`src/rtl/line_fetch_unit_pkg.sv`:
```
// Shared definitions for the instruction line fetch unit.
package line_fetch_unit_pkg;

  // Words per cache line; the slot mapping below assumes exactly four.
  localparam int unsigned NumLineWords = 4;

  typedef enum logic [1:0] {
    StIdle,
    StFetch,
    StDone
  } lfu_state_e;

  // Word offset k lives at bits [127-32k : 96-32k]: offset 0 is the most significant word.
  function automatic int unsigned slot_lsb(input logic [1:0] k, input int unsigned word_w);
    return (NumLineWords - 1 - 32'(k)) * word_w;
  endfunction

endpackage

```
`src/rtl/line_fetch_unit_line_buf.sv`:
```
// Line assembly buffer: one register per word slot, per-word write enable, synchronous clear.
module line_buf
  import line_fetch_unit_pkg::*;
#(
  parameter int unsigned WORD_W     = 32,
  parameter int unsigned LINE_WORDS = 4
) (
  input  logic                         clk_i,
  input  logic                         reset_i,
  input  logic                         clr_i,
  input  logic [LINE_WORDS-1:0]        wr_en_i,
  input  logic [WORD_W-1:0]            wr_data_i,
  output logic [LINE_WORDS*WORD_W-1:0] line_o
);

  logic [LINE_WORDS*WORD_W-1:0] line_q;

  // Clear on reset or on a new request; otherwise write the enabled word slot.
  always_ff @(posedge clk_i) begin
    if (reset_i || clr_i) begin
      line_q <= '0;
    end else begin
      for (int i = 0; i < LINE_WORDS; i++) begin
        if (wr_en_i[i]) begin
          line_q[slot_lsb(2'(i), WORD_W) +: WORD_W] <= wr_data_i;
        end
      end
    end
  end

  assign line_o = line_q;

endmodule

```
`src/rtl/line_fetch_unit.sv`:
```
// Refills one 4-word instruction cache line from word-wide main memory on a miss.
module line_fetch_unit
  import line_fetch_unit_pkg::*;
#(
  parameter int unsigned ADDR_W     = 32,
  parameter int unsigned WORD_W     = 32,
  parameter int unsigned LINE_WORDS = 4
) (
  input  logic                         clk,
  input  logic                         reset,
  input  logic                         miss_req,
  input  logic [ADDR_W-1:0]            miss_addr,
  output logic                         busy,
  output logic                         line_valid,
  output logic [LINE_WORDS*WORD_W-1:0] data_line,
  output logic [ADDR_W-1:0]            line_base,
  output logic                         mem_req,
  output logic [ADDR_W-1:0]            mem_addr,
  input  logic [WORD_W-1:0]            mem_rdata,
  input  logic                         mem_ready
);

  lfu_state_e                   state_q;
  logic [1:0]                   k_q;
  logic [ADDR_W-1:0]            base_q;
  logic                         busy_q;
  logic                         line_valid_q;
  logic                         mem_req_q;
  logic [ADDR_W-1:0]            mem_addr_q;
  logic [LINE_WORDS*WORD_W-1:0] data_line_q;
  logic [ADDR_W-1:0]            line_base_q;

  logic                         buf_clr;
  logic [LINE_WORDS-1:0]        buf_wr_en;
  logic [LINE_WORDS*WORD_W-1:0] buf_line;
  logic [LINE_WORDS*WORD_W-1:0] line_merged;

  // Offset bits of the miss address are dropped by line alignment.
  logic unused_miss_addr_lo;
  assign unused_miss_addr_lo = ^miss_addr[1:0];

  // Buffer control: clear when a request is accepted, write the current slot on each beat.
  always_comb begin
    buf_clr   = (state_q == StIdle) && miss_req;
    buf_wr_en = '0;
    if ((state_q == StFetch) && mem_ready) begin
      buf_wr_en[k_q] = 1'b1;
    end
  end

  // Complete line including the word arriving this cycle, so the output can load at the last beat.
  always_comb begin
    line_merged = buf_line;
    line_merged[slot_lsb(k_q, WORD_W) +: WORD_W] = mem_rdata;
  end

  line_buf #(
    .WORD_W    (WORD_W),
    .LINE_WORDS(LINE_WORDS)
  ) u_line_buf (
    .clk_i    (clk),
    .reset_i  (reset),
    .clr_i    (buf_clr),
    .wr_en_i  (buf_wr_en),
    .wr_data_i(mem_rdata),
    .line_o   (buf_line)
  );

  // Control FSM with registered outputs; the visible line only changes on entry to DONE.
  always_ff @(posedge clk) begin
    if (reset) begin
      state_q      <= StIdle;
      k_q          <= '0;
      base_q       <= '0;
      busy_q       <= 1'b0;
      line_valid_q <= 1'b0;
      mem_req_q    <= 1'b0;
      mem_addr_q   <= '0;
      data_line_q  <= '0;
      line_base_q  <= '0;
    end else begin
      line_valid_q <= 1'b0;
      unique case (state_q)
        StIdle: begin
          if (miss_req) begin
            state_q    <= StFetch;
            base_q     <= {miss_addr[ADDR_W-1:2], 2'b00};
            k_q        <= '0;
            busy_q     <= 1'b1;
            mem_req_q  <= 1'b1;
            mem_addr_q <= {miss_addr[ADDR_W-1:2], 2'b00};
          end
        end
        StFetch: begin
          if (mem_ready) begin
            k_q        <= k_q + 2'd1;
            mem_addr_q <= {base_q[ADDR_W-1:2], k_q + 2'd1};
            if (k_q == 2'd3) begin
              state_q      <= StDone;
              mem_req_q    <= 1'b0;
              line_valid_q <= 1'b1;
              data_line_q  <= line_merged;
              line_base_q  <= base_q;
            end
          end
        end
        StDone: begin
          state_q <= StIdle;
          busy_q  <= 1'b0;
        end
        default: begin
          state_q <= StIdle;
          busy_q  <= 1'b0;
        end
      endcase
    end
  end

  assign busy       = busy_q;
  assign line_valid = line_valid_q;
  assign mem_req    = mem_req_q;
  assign mem_addr   = mem_addr_q;
  assign data_line  = data_line_q;
  assign line_base  = line_base_q;

endmodule

```
`config.mk`:
```
export PLATFORM = sky130hd
export DESIGN_NAME = line_fetch_unit
export DESIGN_NICKNAME = d
export VERILOG_FILES = /design/src/rtl/line_fetch_unit_pkg.sv /design/src/rtl/line_fetch_unit_line_buf.sv /design/src/rtl/line_fetch_unit.sv
export SDC_FILE = /design/constraint.sdc
export NUM_CORES = 1
export LEC_CHECK = 0
export ABC_AREA = 1
export CAP_MARGIN = 20
export CORE_MARGIN = 3
export CORE_UTILIZATION = 30
export CTS_BUF_LIST = sky130_fd_sc_hd__clkbuf_8
export CTS_CLUSTER_SIZE = 40
export DETAILED_ROUTE_END_ITERATION = 10
export MAX_ROUTING_LAYER = met4
export PLACE_DENSITY_LB_ADDON = 0.1
export SETUP_SLACK_MARGIN = 0.2
export SLEW_MARGIN = 15
export SYNTH_ARGS = -nofsm -noshare
export SYNTH_HDL_FRONTEND = slang
export SYNTH_SLANG_ARGS = --single-unit
```
`constraint.sdc`:
```
create_clock -name clk -period 4.5 [get_ports clk]
set_input_delay 1.125 -clock clk [delete_from_list [all_inputs] [get_ports clk]]
set_output_delay 1.125 -clock clk [all_outputs]
set_load 0.02 [all_outputs]
```
==> qor.txt <==
=================================================================================================
Switching share of power                                                                   25.95%
Dominant cell type by area after synthesis                                                dfxtp_1
Filler-free cell count of the finished design                                                2768
Actual transition at the worst max-transition pin                                        1.010 ns
Final sum of negative setup slack                                                            0 ns
Kind of cell adding the most delay to the critical path                              buffers and inverters
Die height                                                                           221.9 microns
Post-synthesis adder-cell area fraction                                                   0.7159%
Hold Vio Cnt, Final                                                                             0
Prevailing post-synth register cell                                                       dfxtp_1
Combinational family with the most area after synthesis                              simple AND/OR/NAND/NOR gates
Final core utilization                                                                     39.86%
Share of the synthesized area in the top cell type                                         50.55%
Routing usage on met1                                                                      27.08%
Crit share post-route                                                                      66.11%
Most used routing layer                                                                      met2
Total wire length after detailed routing                                                 47.33 mm
Die Footprint                                                                         49230 sq um
Worst-case setup margin in the final layout                                              1.525 ns
Total vias in the final route                                                              13.23k
Routed len/inst                                                                      17.10 microns
Signal arrival time at the worst endpoint                                                 1.85 ns
Power Dens Cells                                                                     375.6 nW/um^2
Clk sinks                                                                                     353
Yosys warning count                                                                             0
Mean instance size in the synthesized netlist                                         7.255 sq um
Setup slack after placement                                                              1.195 ns
Fraction of final layout cells sized beyond drive strength 1                               5.861%
Critical-path top delay cell                                                         clkdlybuf4s50_1
DR DRC count                                                                                    0
Avg Vias per Cell                                                                           4.778
Run status                                                                              completed
First-pass GRT wire length                                                               74.36 mm
Share of total power in sequential cells                                                    47.4%
Launching element type of the critical path                                             flip-flop
Sequential-to-total area share from yosys stat                                             50.55%
Highest cell delay on the worst timing path                                               0.73 ns
Number of top-level design ports                                                              263
Worst-case clock buffer depth                                                                   3
Initial core utilization                                                                   30.61%
Portion of total power attributed to the clock network                                      43.7%
Number of post-CTS setup repair buffers                                                         0
Type of the worst min-delay path                                                     flip-flop to flip-flop
Number of global-route vias before repair                                                  12.72k
Largest driver fanout on the critical path                                                      8
Clock Latency Late Sink                                                                   0.59 ns
Hold bufs inserted after CTS                                                                    0
Number of placement rows                                                                       78
Deepest level of the CTS H-tree                                                                 3
Horizontal die dimension                                                             221.9 microns
Unrepaired setup endpoints after global routing                                             false
Detailed-routing iteration count for the pre-antenna-repair pass                                8
Global Route Usage Sum                                                                     19.24%
Port Buf Inserts                                                                              258
Int Pwr                                                                                0.005064 W
Clock root buffer master                                                                 clkbuf_8
Peak Freq                                                                               336.1 MHz
Worst slew margin                                                                          32.61%
# placed instances                                                                           2658
Synth Register Bits                                                                           353
CTS buffer count                                                                               66
Cell-by-cell trace of the critical path                                              clkdlybuf4s50_1
Routability Congestion                                                                     0.7864
IR drop worst, VDD                                                                       156.4 uV
Share of flip-flops with an asynchronous set or reset after synthesis                          0%
Type of the worst setup path                                                         flip-flop to output pin
Post-layout min period                                                                   2.975 ns
Gr ovfl total                                                                                   0
Count of routing violations after the opening detailed-route iteration                       1036
Number of max-cap violations                                                                    0
Xor-xnor portion of the synthesized cell area                                                  0%
Compound-Gate Fraction of Synth Area                                                       16.90%
Largest net degree at the start of global routing                                             220
Clock tree from TritonCTS                                                                   built
Post-synthesis mux area share                                                                  0%
Global routing usage on met2                                                               27.72%
Required @ worst endpoint                                                                 3.38 ns
Simple-Gate Fraction of Synth Area                                                         24.05%
Share of total power in combinational logic                                                  8.9%
Number of flops mapped to enable cells by yosys                                                 0
Net total in the final layout                                                                2203
Area grow syn2layout                                                                       30.22%
Net Sw Power                                                                           0.001775 W
Remaining antenna violation count after routing                                                 0
Clock-pin slew of the registers on the worst-case setup and hold paths                    0.06 ns
Final-report setup violation count                                                              0
Post-synth design cell area                                                           13980 sq um
Synth top area cells                                                                 dfxtp_1 51%, nor2_1 10%, a21oi_1 8.1%, o21ai_0 7.4%, nand2_1 7.4%
Final Max Tran Viols                                                                            0
Initial antenna violation count                                                                 1
Number of distinct library cell variants in the gate-level netlist after synthesis             21
Cts repair resizes                                                                              0
Post-DP HPWL                                                                             29.17 mm
Met3 GRT Util                                                                              3.919%
Post-Synthesis Cells                                                                         1927
Critical Path Sink Type                                                                output pin
CP Buf/Inv Count                                                                                1
Core Box Area                                                                         45670 sq um
Worst clock skew                                                                       0.01921 ns
Leakage power of the design                                                              7.011 nW
=================================================================================================
==> logic make-up (layout without fill, tap and decap cells) <==
kind of cell | count (synthesis) | in the layout
AO/OA/AOI/OAI | 472 | 472
flip-flops | 353 | 353
adder cells (fa/ha/maj) | 8 | 8
AND/OR/NAND/NOR | 832 | 832
other | 1 | 3
buffers and inverters | 261 | 500
==> registers in the layout, indices dropped and copies added, names as in the netlist <==
register and count:
state_q 2, base_q 30, data_line 128, line_valid 1, mem_req 1, k_q 1
line_base 30, u_line_buf.line_o 128, busy 1, mem_addr 31
==> cell usage after synthesis, drive strengths merged (2+ instances only) <==
| library cell | instances |
|---|---|
| nand2 | 277 |
| dfxtp | 353 |
| clkbuf | 94 |
| clkinv | 2 |
| o21ai | 247 |
| nand4 | 2 |
| nor2 | 390 |
| nor3 | 32 |
| ha | 8 |
| nand3 | 131 |
| a21oi | 225 |
| buf | 60 |
| inv | 105 |
==> cell usage in the layout, fill, tap and decap left out, drive strengths merged <==
master         netlist  routed
diode                0       1
o21ai              247     247
a21oi              225     225
nand2              277     277
dfxtp              353     353
conb                 1       2
clkbuf              94      84
nor3                32      32
nor2               390     390
clkinv               2       5
buf                 60      27
inv                105     124
clkdlybuf4s50        0     258
clkinvlp             0       2
nand4                2       2
ha                   8       8
nand3              131     131
==> path summary, 6_finish.rpt <==
path | start | to | slack, ns | depth (start not counted)
max reg2reg | k_q[0] | data_line[77] | 1.76 | 7
min reg2reg | u_line_buf.line_o[20] | u_line_buf.line_o[20] | 0.46 | 2
min | u_line_buf.line_o[20] | u_line_buf.line_o[20] | 0.46 | 2
max | mem_addr[1] | mem_addr[1] | 1.52 | 1
==> through the flow <==
step                      area [sq um]  power, W  hold WS (ns)
after floorplan                  13980  0.003629        0.4358
after global placement           16900  0.003907        0.4474
after detailed placement         16920  0.003912        0.4513
after CTS                        18180  0.006965        0.4606
after global routing             18210  0.007179        0.4707
final                            18210  0.006839        0.4582
==> final cells by class <==
class                   instances  area, sq um
well taps                     600        750.7
fillers                      4727        27470
multi-input cells            1314         5847
diodes                          1        2.502
repair buffers                285         2875
clock buffers                  84         1156
flip-flops and latches        353         7067
inverters                     107        406.6
clock inverters                24        101.3
==> layer usage <==
layer	up-vias	routed length (microns)
met3	62	2965
met2	397	20270
met4	0	986
met1	6124	23100
li1	6643	-
met5	-	0
==> power groups by stage <==
stage / clock network (W) / registers, W / logic [W]
global route: 0.00326 / 0.00325 / 0.000670
CTS: 0.00312 / 0.00324 / 0.000609
floorplan: 0 / 0.00334 / 0.000287
finish: 0.00299 / 0.00324 / 0.000609
global placement: 0 / 0.00330 / 0.000604
detailed placement: 0 / 0.00331 / 0.000607
(Power assumes the default switching activity.)
